==> src/rtl/wgt_bram_arbiter.sv <==
//==============================================================================
// Module   : wgt_bram_arbiter
// Brief    : Shares weight-BRAM read port B between the conv1/conv2 schedulers,
//            granting whole bursts and returning tagged, latency-aligned beats.
//            Build option: `WGT_ARB_FIXED_PRIO_EN selects strict priority
//            (requester 0 wins ties) instead of round-robin.
// Revision : 1.0 - initial release
//==============================================================================
`default_nettype none

module wgt_bram_arbiter #(
    parameter int DATA_WIDTH    = 8,
    parameter int WEIGHT_ADDR_W = 15,
    parameter int LEN_W         = 16,
    parameter int BRAM_LATENCY  = 2
) (
    input  logic                          clk,
    input  logic                          rst,
    input  logic [1:0]                    req_vld_i,
    output logic [1:0]                    req_rdy_o,
    input  logic [1:0][WEIGHT_ADDR_W-1:0] req_base_i,
    input  logic [1:0][LEN_W-1:0]         req_len_i,
    output logic [1:0]                    rsp_vld_o,
    output logic [DATA_WIDTH-1:0]         rsp_data_o,
    output logic                          rsp_last_o,
    output logic                          busy_o,
    output logic [WEIGHT_ADDR_W-1:0]      wgt_bram_addrb,
    output logic                          wgt_bram_enb,
    input  logic [DATA_WIDTH-1:0]         wgt_bram_dout,
    input  logic                          wgt_bram_load_done
);

    localparam logic [1:0] S_IDLE  = 2'd0;
    localparam logic [1:0] S_ISSUE = 2'd1;
    localparam logic [1:0] S_DRAIN = 2'd2;

    logic [1:0]               state;
    logic [1:0]               state_nxt;
    logic                     sel;
    logic                     accept;
    logic [LEN_W-1:0]         len_sel;
    logic [LEN_W-1:0]         len_q;
    logic [LEN_W-1:0]         cnt;
    logic [WEIGHT_ADDR_W-1:0] addr_q;
    logic                     owner;
    logic                     issue_last;
    logic [BRAM_LATENCY-1:0]  pipe_vld;
    logic [BRAM_LATENCY-1:0]  pipe_last;
    logic                     out_vld;
    logic                     out_last;

`ifdef WGT_ARB_FIXED_PRIO_EN
    always_comb begin
        sel = ~req_vld_i[0] & req_vld_i[1];
    end
`else
    logic ptr;

    // On contention the pointer names the requester that was not granted last.
    always_comb begin
        if (req_vld_i == 2'b11) begin
            sel = ptr;
        end else begin
            sel = req_vld_i[1];
        end
    end

    always_ff @(posedge clk) begin
        if (rst) begin
            ptr <= 1'b0;
        end else if (accept) begin
            ptr <= ~sel;
        end
    end
`endif

    assign len_sel    = req_len_i[sel];
    assign accept     = (state == S_IDLE) && !rst && wgt_bram_load_done && req_vld_i[sel];
    assign issue_last = (cnt == (len_q - LEN_W'(1)));
    assign out_vld    = pipe_vld[BRAM_LATENCY-1];
    assign out_last   = pipe_last[BRAM_LATENCY-1];

    always_ff @(posedge clk) begin
        if (rst) begin
            state <= S_IDLE;
        end else begin
            state <= state_nxt;
        end
    end

    always_comb begin
        state_nxt = state;
        case (state)
            S_IDLE: begin
                if (accept && (len_sel != '0)) begin
                    state_nxt = S_ISSUE;
                end
            end
            S_ISSUE: begin
                if (issue_last) begin
                    state_nxt = S_DRAIN;
                end
            end
            S_DRAIN: begin
                // Leave as the final beat goes out; nothing else is in flight.
                if (out_vld && out_last) begin
                    state_nxt = S_IDLE;
                end
            end
            default: state_nxt = S_IDLE;
        endcase
    end

    always_comb begin
        req_rdy_o = 2'b00;
        if (accept) begin
            req_rdy_o[sel] = 1'b1;
        end
        wgt_bram_enb = (state == S_ISSUE);
        busy_o       = (state != S_IDLE);
    end

    // addr_q is left on the final address so addrb holds outside ISSUE.
    always_ff @(posedge clk) begin
        if (rst) begin
            addr_q <= '0;
            len_q  <= '0;
            cnt    <= '0;
            owner  <= 1'b0;
        end else if (accept) begin
            owner <= sel;
            len_q <= len_sel;
            cnt   <= '0;
            if (len_sel != '0) begin
                addr_q <= req_base_i[sel];
            end
        end else if (state == S_ISSUE) begin
            cnt <= cnt + LEN_W'(1);
            if (!issue_last) begin
                addr_q <= addr_q + WEIGHT_ADDR_W'(1);
            end
        end
    end

    assign wgt_bram_addrb = addr_q;

    always_ff @(posedge clk) begin
        if (rst) begin
            pipe_vld  <= '0;
            pipe_last <= '0;
        end else begin
            pipe_vld[0]  <= wgt_bram_enb;
            pipe_last[0] <= wgt_bram_enb & issue_last;
            for (int i = BRAM_LATENCY - 1; i > 0; i--) begin
                pipe_vld[i]  <= pipe_vld[i-1];
                pipe_last[i] <= pipe_last[i-1];
            end
        end
    end

    always_comb begin
        rsp_vld_o  = 2'b00;
        rsp_data_o = '0;
        rsp_last_o = 1'b0;
        if (out_vld) begin
            rsp_vld_o[owner] = 1'b1;
            rsp_data_o       = wgt_bram_dout;
            rsp_last_o       = out_last;
        end
    end

endmodule

`default_nettype wire

==> config.mk <==
export PLATFORM = sky130hd
export DESIGN_NAME = wgt_bram_arbiter
export DESIGN_NICKNAME = d
export VERILOG_FILES = /design/src/rtl/wgt_bram_arbiter.sv
export SDC_FILE = /design/constraint.sdc
export NUM_CORES = 1
export LEC_CHECK = 0
export BUFFER_PORTS_ARGS = -buffer_cell sky130_fd_sc_hd__buf_2
export CAP_MARGIN = 5
export CORE_ASPECT_RATIO = 1.5
export CORE_MARGIN = 4
export CORE_UTILIZATION = 56
export CTS_CLUSTER_DIAMETER = 60
export CTS_CLUSTER_SIZE = 40
export DETAILED_ROUTE_END_ITERATION = 10
export PLACE_DENSITY = 0.86
export SKIP_CTS_REPAIR_TIMING = 1
export SYNTH_ARGS = -nofsm -noshare
export SYNTH_HDL_FRONTEND = slang
export SYNTH_SLANG_ARGS = --single-unit
==> constraint.sdc <==
create_clock -name clk -period 6.45 [get_ports clk]
set_clock_uncertainty 0.1 [all_clocks]
set_input_delay 1.29 -clock clk [delete_from_list [all_inputs] [get_ports clk]]
set_output_delay 1.29 -clock clk [all_outputs]
set_load 0.01 [all_outputs]
; ---- Word level (Yosys, flattened, before mapping)
; Index checks and enable logic that the tools add are counted.
[totals]
elab_cells = 64
latch_bits = 0
memories = 0
romBits = 0
regBits = 55
ramBits = 0
[classes]
add_sub_neg = 3
n_reduce_logical = 15
n_mux = 23
order_cmp = 4
multipliers = 0
div = 0
n_eq_ne = 9
n_bitwise = 2
n_shift = 0
[ops]
columns = cell, n
row1 = two-way mux 15 bit, 6
row2 = two-way mux 16 bit, 2
row3 = adder 16 x 1 -> 16 bit (second input constant), 1
row4 = equality test 16 bit, 1
row5 = nonzero test 16 bit, 1
row6 = subtractor 16 x 1 -> 16 bit (second input constant), 1
row7 = adder 15 x 1 -> 15 bit (second input constant), 1
row8 = two-way mux 2 bit, 5
row9 = two-way mux 8 bit, 1
row10 = logical AND 1 bit, 7
row11 = two-way mux 1 bit, 6
row12 = != test 2 x 1 -> 1 bit (second input constant), 3
row13 = one-hot mux 2 bit (3 select lines), 1
row14 = AND reduction 3 bit, 2
row15 = equality test 2 bit (second input constant), 2
row16 = less-than comparator 1 x 2 -> 1 bit (second input constant), 2
row17 = != test 2 bit (second input constant), 2
row18 = nonzero test 2 bit, 2
row19 = demux 1 bit (select 1 bit), 2
row20 = equality test 2 x 1 -> 1 bit (second input constant), 1
row21 = >= comparator 1 bit (second input constant), 2
row22 = logical NOT 2 bit, 1
row23 = OR reduction 2 bit, 1
row24 = bitwise AND 1 bit, 1
row25 = other kinds (2), 2

; ---- Depth between registers and ports, before layout
[depth]
depth_word = 8
ltp_mapped = 12
mapped_depth_nobuf = 10

; ---- Worst setup path before layout
; OpenSTA, ideal clock, no wires.
[synth_path]
path_kind = input to output
from = in rst
to = out req_rdy_o[1]
path_slack_ns = 2.706
stages = 4
arrival_time_ns = 2.354
n_path_buf = 1
path_cell_list = nor4b_1 > inv_1 > nor2_1 > clkbuf_1
[synth_via]
elab_chain_len = 5
[synth_rtl]
columns = element, line_no
row1 = start: declaration, 18  ; input logic rst,
row2 = logical NOT 1 bit, 78  ; assign accept = (state == S_IDLE) && !rst && wgt_bram_load_done && req_vld_i[sel];
row3 = logical AND 1 bit (3 in a row), 78
row4 = two-way mux 2 bit, 116  ; if (accept) begin
row5 = end: declaration, 20  ; output logic [1:0] req_rdy_o,
; Every way passes these cells.

; ---- Worst setup path after layout
[layout_path]
from = in rst
to = out req_rdy_o[0]
; The elaborated chain is that of the path after synthesis.

==> results.sh <==
export IMPL_placement_rows=35
export IMPL_placedInstanceArea_um2=4030
export IMPL_run_status="completed"
export IMPL_setup_worst_path_end="req_rdy_o[0]"
export IMPL_postRouteWirelength_um=10010
export IMPL_drtIter0Drc=218
export IMPL_post_route_cells_drive_above_1_share_pct=26.13
export IMPL_cp_num_buf_inv=3
export IMPL_async_flop_share_pct=0
export IMPL_vdd_drop_max_v=0.0001217
export IMPL_antenna_found_initial=0
export IMPL_synth_most_common_cell="dfxtp_1"
export IMPL_rsz0062_at_grt="no"
export IMPL_synth_ff_latch_count=55
export IMPL_cts_buffers=5
export IMPL_core_area_um2=6087
export IMPL_numPortBuffers=104
export IMPL_synth_top_area_cell="dfxtp_1"
export IMPL_average_detailed_routed_wire_length_per_instance_um=17.16
export IMPL_tritoncts_num_sinks=55
export IMPL_synth_warnings=0
export IMPL_path_delay_family="simple AND/OR/NAND/NOR gates"
export IMPL_cts_clk_slew_worst_paths_ns=0.10
export IMPL_power_density_nw_per_um2=190.1
export IMPL_final_net_count=586
export IMPL_critical_path_max_fanout=46
export IMPL_final_antenna_net_count=0
export IMPL_groute_usage_overall_pct=26.34
export IMPL_crit_type="primary input to output pin"
export IMPL_top_level_ports=105
export IMPL_final_min_clock_period_ns=4.881
export IMPL_dr_wl_met2_um=5453
export IMPL_drt_pre_antenna_iters=5
export IMPL_post_synth_top_flop="dfxtp_1"
export IMPL_worst_path_stages=6
export IMPL_fp_dieArea_um2=7582
export IMPL_path_common_cell="buf_2"
export IMPL_floorplan_initialDensity_pct=57.31
export IMPL_ff2ff_path_depth=10
export IMPL_synth_area_per_cell_um2=8.345
export IMPL_synth_edff_count=0
export IMPL_dieHeight_um=104.7
export IMPL_globalplace_congestion=0.9036
export IMPL_area_growth_synth_to_final_pct=18.40
export IMPL_maxUsedRoutingLayer="met4"
export IMPL_crit_required_ns=5.06
export IMPL_regToRegStartpoint="len_q[0]"
export IMPL_number_of_buffers_on_the_longest_clock_path=2
export IMPL_critical_path_sink_type="output pin"
export IMPL_cp_arrival_ns=3.49
export IMPL_dp_slack_ns=1.557
export IMPL_min_period_over_period_pct=75.68
export IMPL_power_static_leakage_nw=1.681
export IMPL_yosys_top_cells_area="dfxtp_1, mux2i_1, xnor2_1"
export IMPL_finalSetupTns_ns=0
export IMPL_number_of_cells_after_detailed_placement=575
export IMPL_proportion_of_synthesized_chip_area_in_sequential_cells_pct=31.56
export IMPL_max_cap_violations=0
export IMPL_syn_instance_count=418
export IMPL_timing_slew_headroom_pct=21.38
export IMPL_grt_overflow_total=0
export IMPL_clock_fmax_ghz=0.2049
export IMPL_crit_path_max_incr_delay_ns=0.74
export IMPL_place_detailed_hpwl_um=7673
export IMPL_start_kind="primary input"
export IMPL_final_cells=583
export IMPL_cts_tree="yes"
export IMPL_cts_root_buf="clkbuf_8"
export IMPL_synth_net_count=496
export IMPL_worst_path_cell_with_the_longest_stage_delay="nor2b_1"
export IMPL_vias_per_cell=6.281
export IMPL_grt_pass1_wl_um=16270
export IMPL_vias=3662
export IMPL_rrSetupSlack_ns=3.28
export IMPL_synth_commonest_cells="dfxtp_1, nor2_1, nand3_1, o21ai_0, xnor2_1"
export IMPL_min_path_type="register to register"
export IMPL_largest_net_degree_at_the_start_of_global_routing=47
export IMPL_yosys_area_top_type_share_pct=31.56
export IMPL_clk_insertion_delay_late_ns=0.31
export IMPL_final_design_area_no_fill_um2=4130
export IMPL_cp_startpoint="rst"
export IMPL_critical_path_reg2reg_endpoint="wgt_bram_addrb[11]"
export IMPL_remaining_drc_errors=0
export IMPL_chipWidth_um=72.44
export IMPL_worst_slew_pin_transition_ns=1.175
export IMPL_htreeDepth=2
export IMPL_netlist_area_um2=3488
export IMPL_finalMaxSlewViolations=0
export IMPL_grt_pass1_vias=3558
export IMPL_least_setup_slack_across_all_paths_after_layout_ns=1.569
export IMPL_hold_viol_final=0
export IMPL_ys_types=59
export IMPL_antenna_diode_count=0
export IMPL_crit_path_cell_trace="buf_2 -> nor4b_1 -> o21ai_2 -> buf_4 -> nor2b_1 -> buf_2"
export IMPL_wl_met1_um=3642
export IMPL_setup_viol=0
export IMPL_detailroute_wirelength_met3_um=543
-- cells in the final DEF (no fill, tap or decap), types with 15 or more instances in the layout --
master / count
buf_2: 104
dfxtp_1: 55
nor2_1: 40
nand3_1: 34
o21ai_0: 24
xnor2_1: 20
mux2i_1: 19
nand2_1: 18
xor2_1: 16
nor3_1: 15
-- sequential cells by signal (all words and copies together) (netlist names) --
signal	count
cnt	16
len_q	16
owner	1
pipe_last	2
pipe_vld	2
ptr	1
state	2
wgt_bram_addrb	15
-- area by class of cell --
type / instances / area (um2)
multi-input combinational: 333 / 2267
fill: 517 / 1957
sequential: 55 / 1101
timing repair buffer: 108 / 550.5
clock buffer: 8 / 100.1
tap: 74 / 92.59
inverter: 5 / 18.77
-- layer usage --
layer,vias to the layer above,GRT usage (%)
met5,-,0
met4,0,10.95
met3,42,3.369
met2,165,48.44
met1,1698,29.46
li1,1757,-
-- how the worst min path moves through the flow --
| stage | start | to | slack (ns) | cells after the start |
|---|---|---|---|---|
| 2_1_floorplan | pipe_last[0] | pipe_last[1] | 0.31 | 1 |
| 3_3_place_gp | pipe_last[0] | pipe_last[1] | 0.35 | 1 |
| 6_report | pipe_last[0] | pipe_last[1] | 0.36 | 1 |
| 3_5_place_dp | pipe_last[0] | pipe_last[1] | 0.33 | 1 |
| 4_1_cts | pipe_last[0] | pipe_last[1] | 0.35 | 1 |
| 5_1_grt | pipe_last[0] | pipe_last[1] | 0.36 | 1 |
-- report_power, final --
group | leakage, nW | total, W | internal (W) | switching (W)
Sequential | 0.447 | 0.000380 | 0.000354 | 0.0000262
Clock | 0.0515 | 0.000207 | 0.0000983 | 0.000108
Combinational | 1.18 | 0.000199 | 0.0000893 | 0.000109
-- logic make-up after synthesis --
family / count (synthesis) / synth area share (%)
xor+xnor: 36 / 9.039
compound gates: 93 / 19.30
flops: 55 / 31.56
mux: 20 / 5.775
buf+inv: 30 / 3.658
fa+ha+maj: 3 / 1.076
simple gates: 181 / 29.59
-- stage by stage --
stage	util (%)	hold WS (ns)	total power, W
2_1_floorplan	-	0.3138	0.0005201
3_3_place_gp	66.21	0.3458	0.0005757
3_5_place_dp	66.21	0.3266	0.0005820
4_1_cts	67.85	0.3544	0.0007859
5_1_grt	67.85	0.3588	0.0008203
6_report	67.85	0.3568	0.0007853
Power figures use the tool's default switching activity.
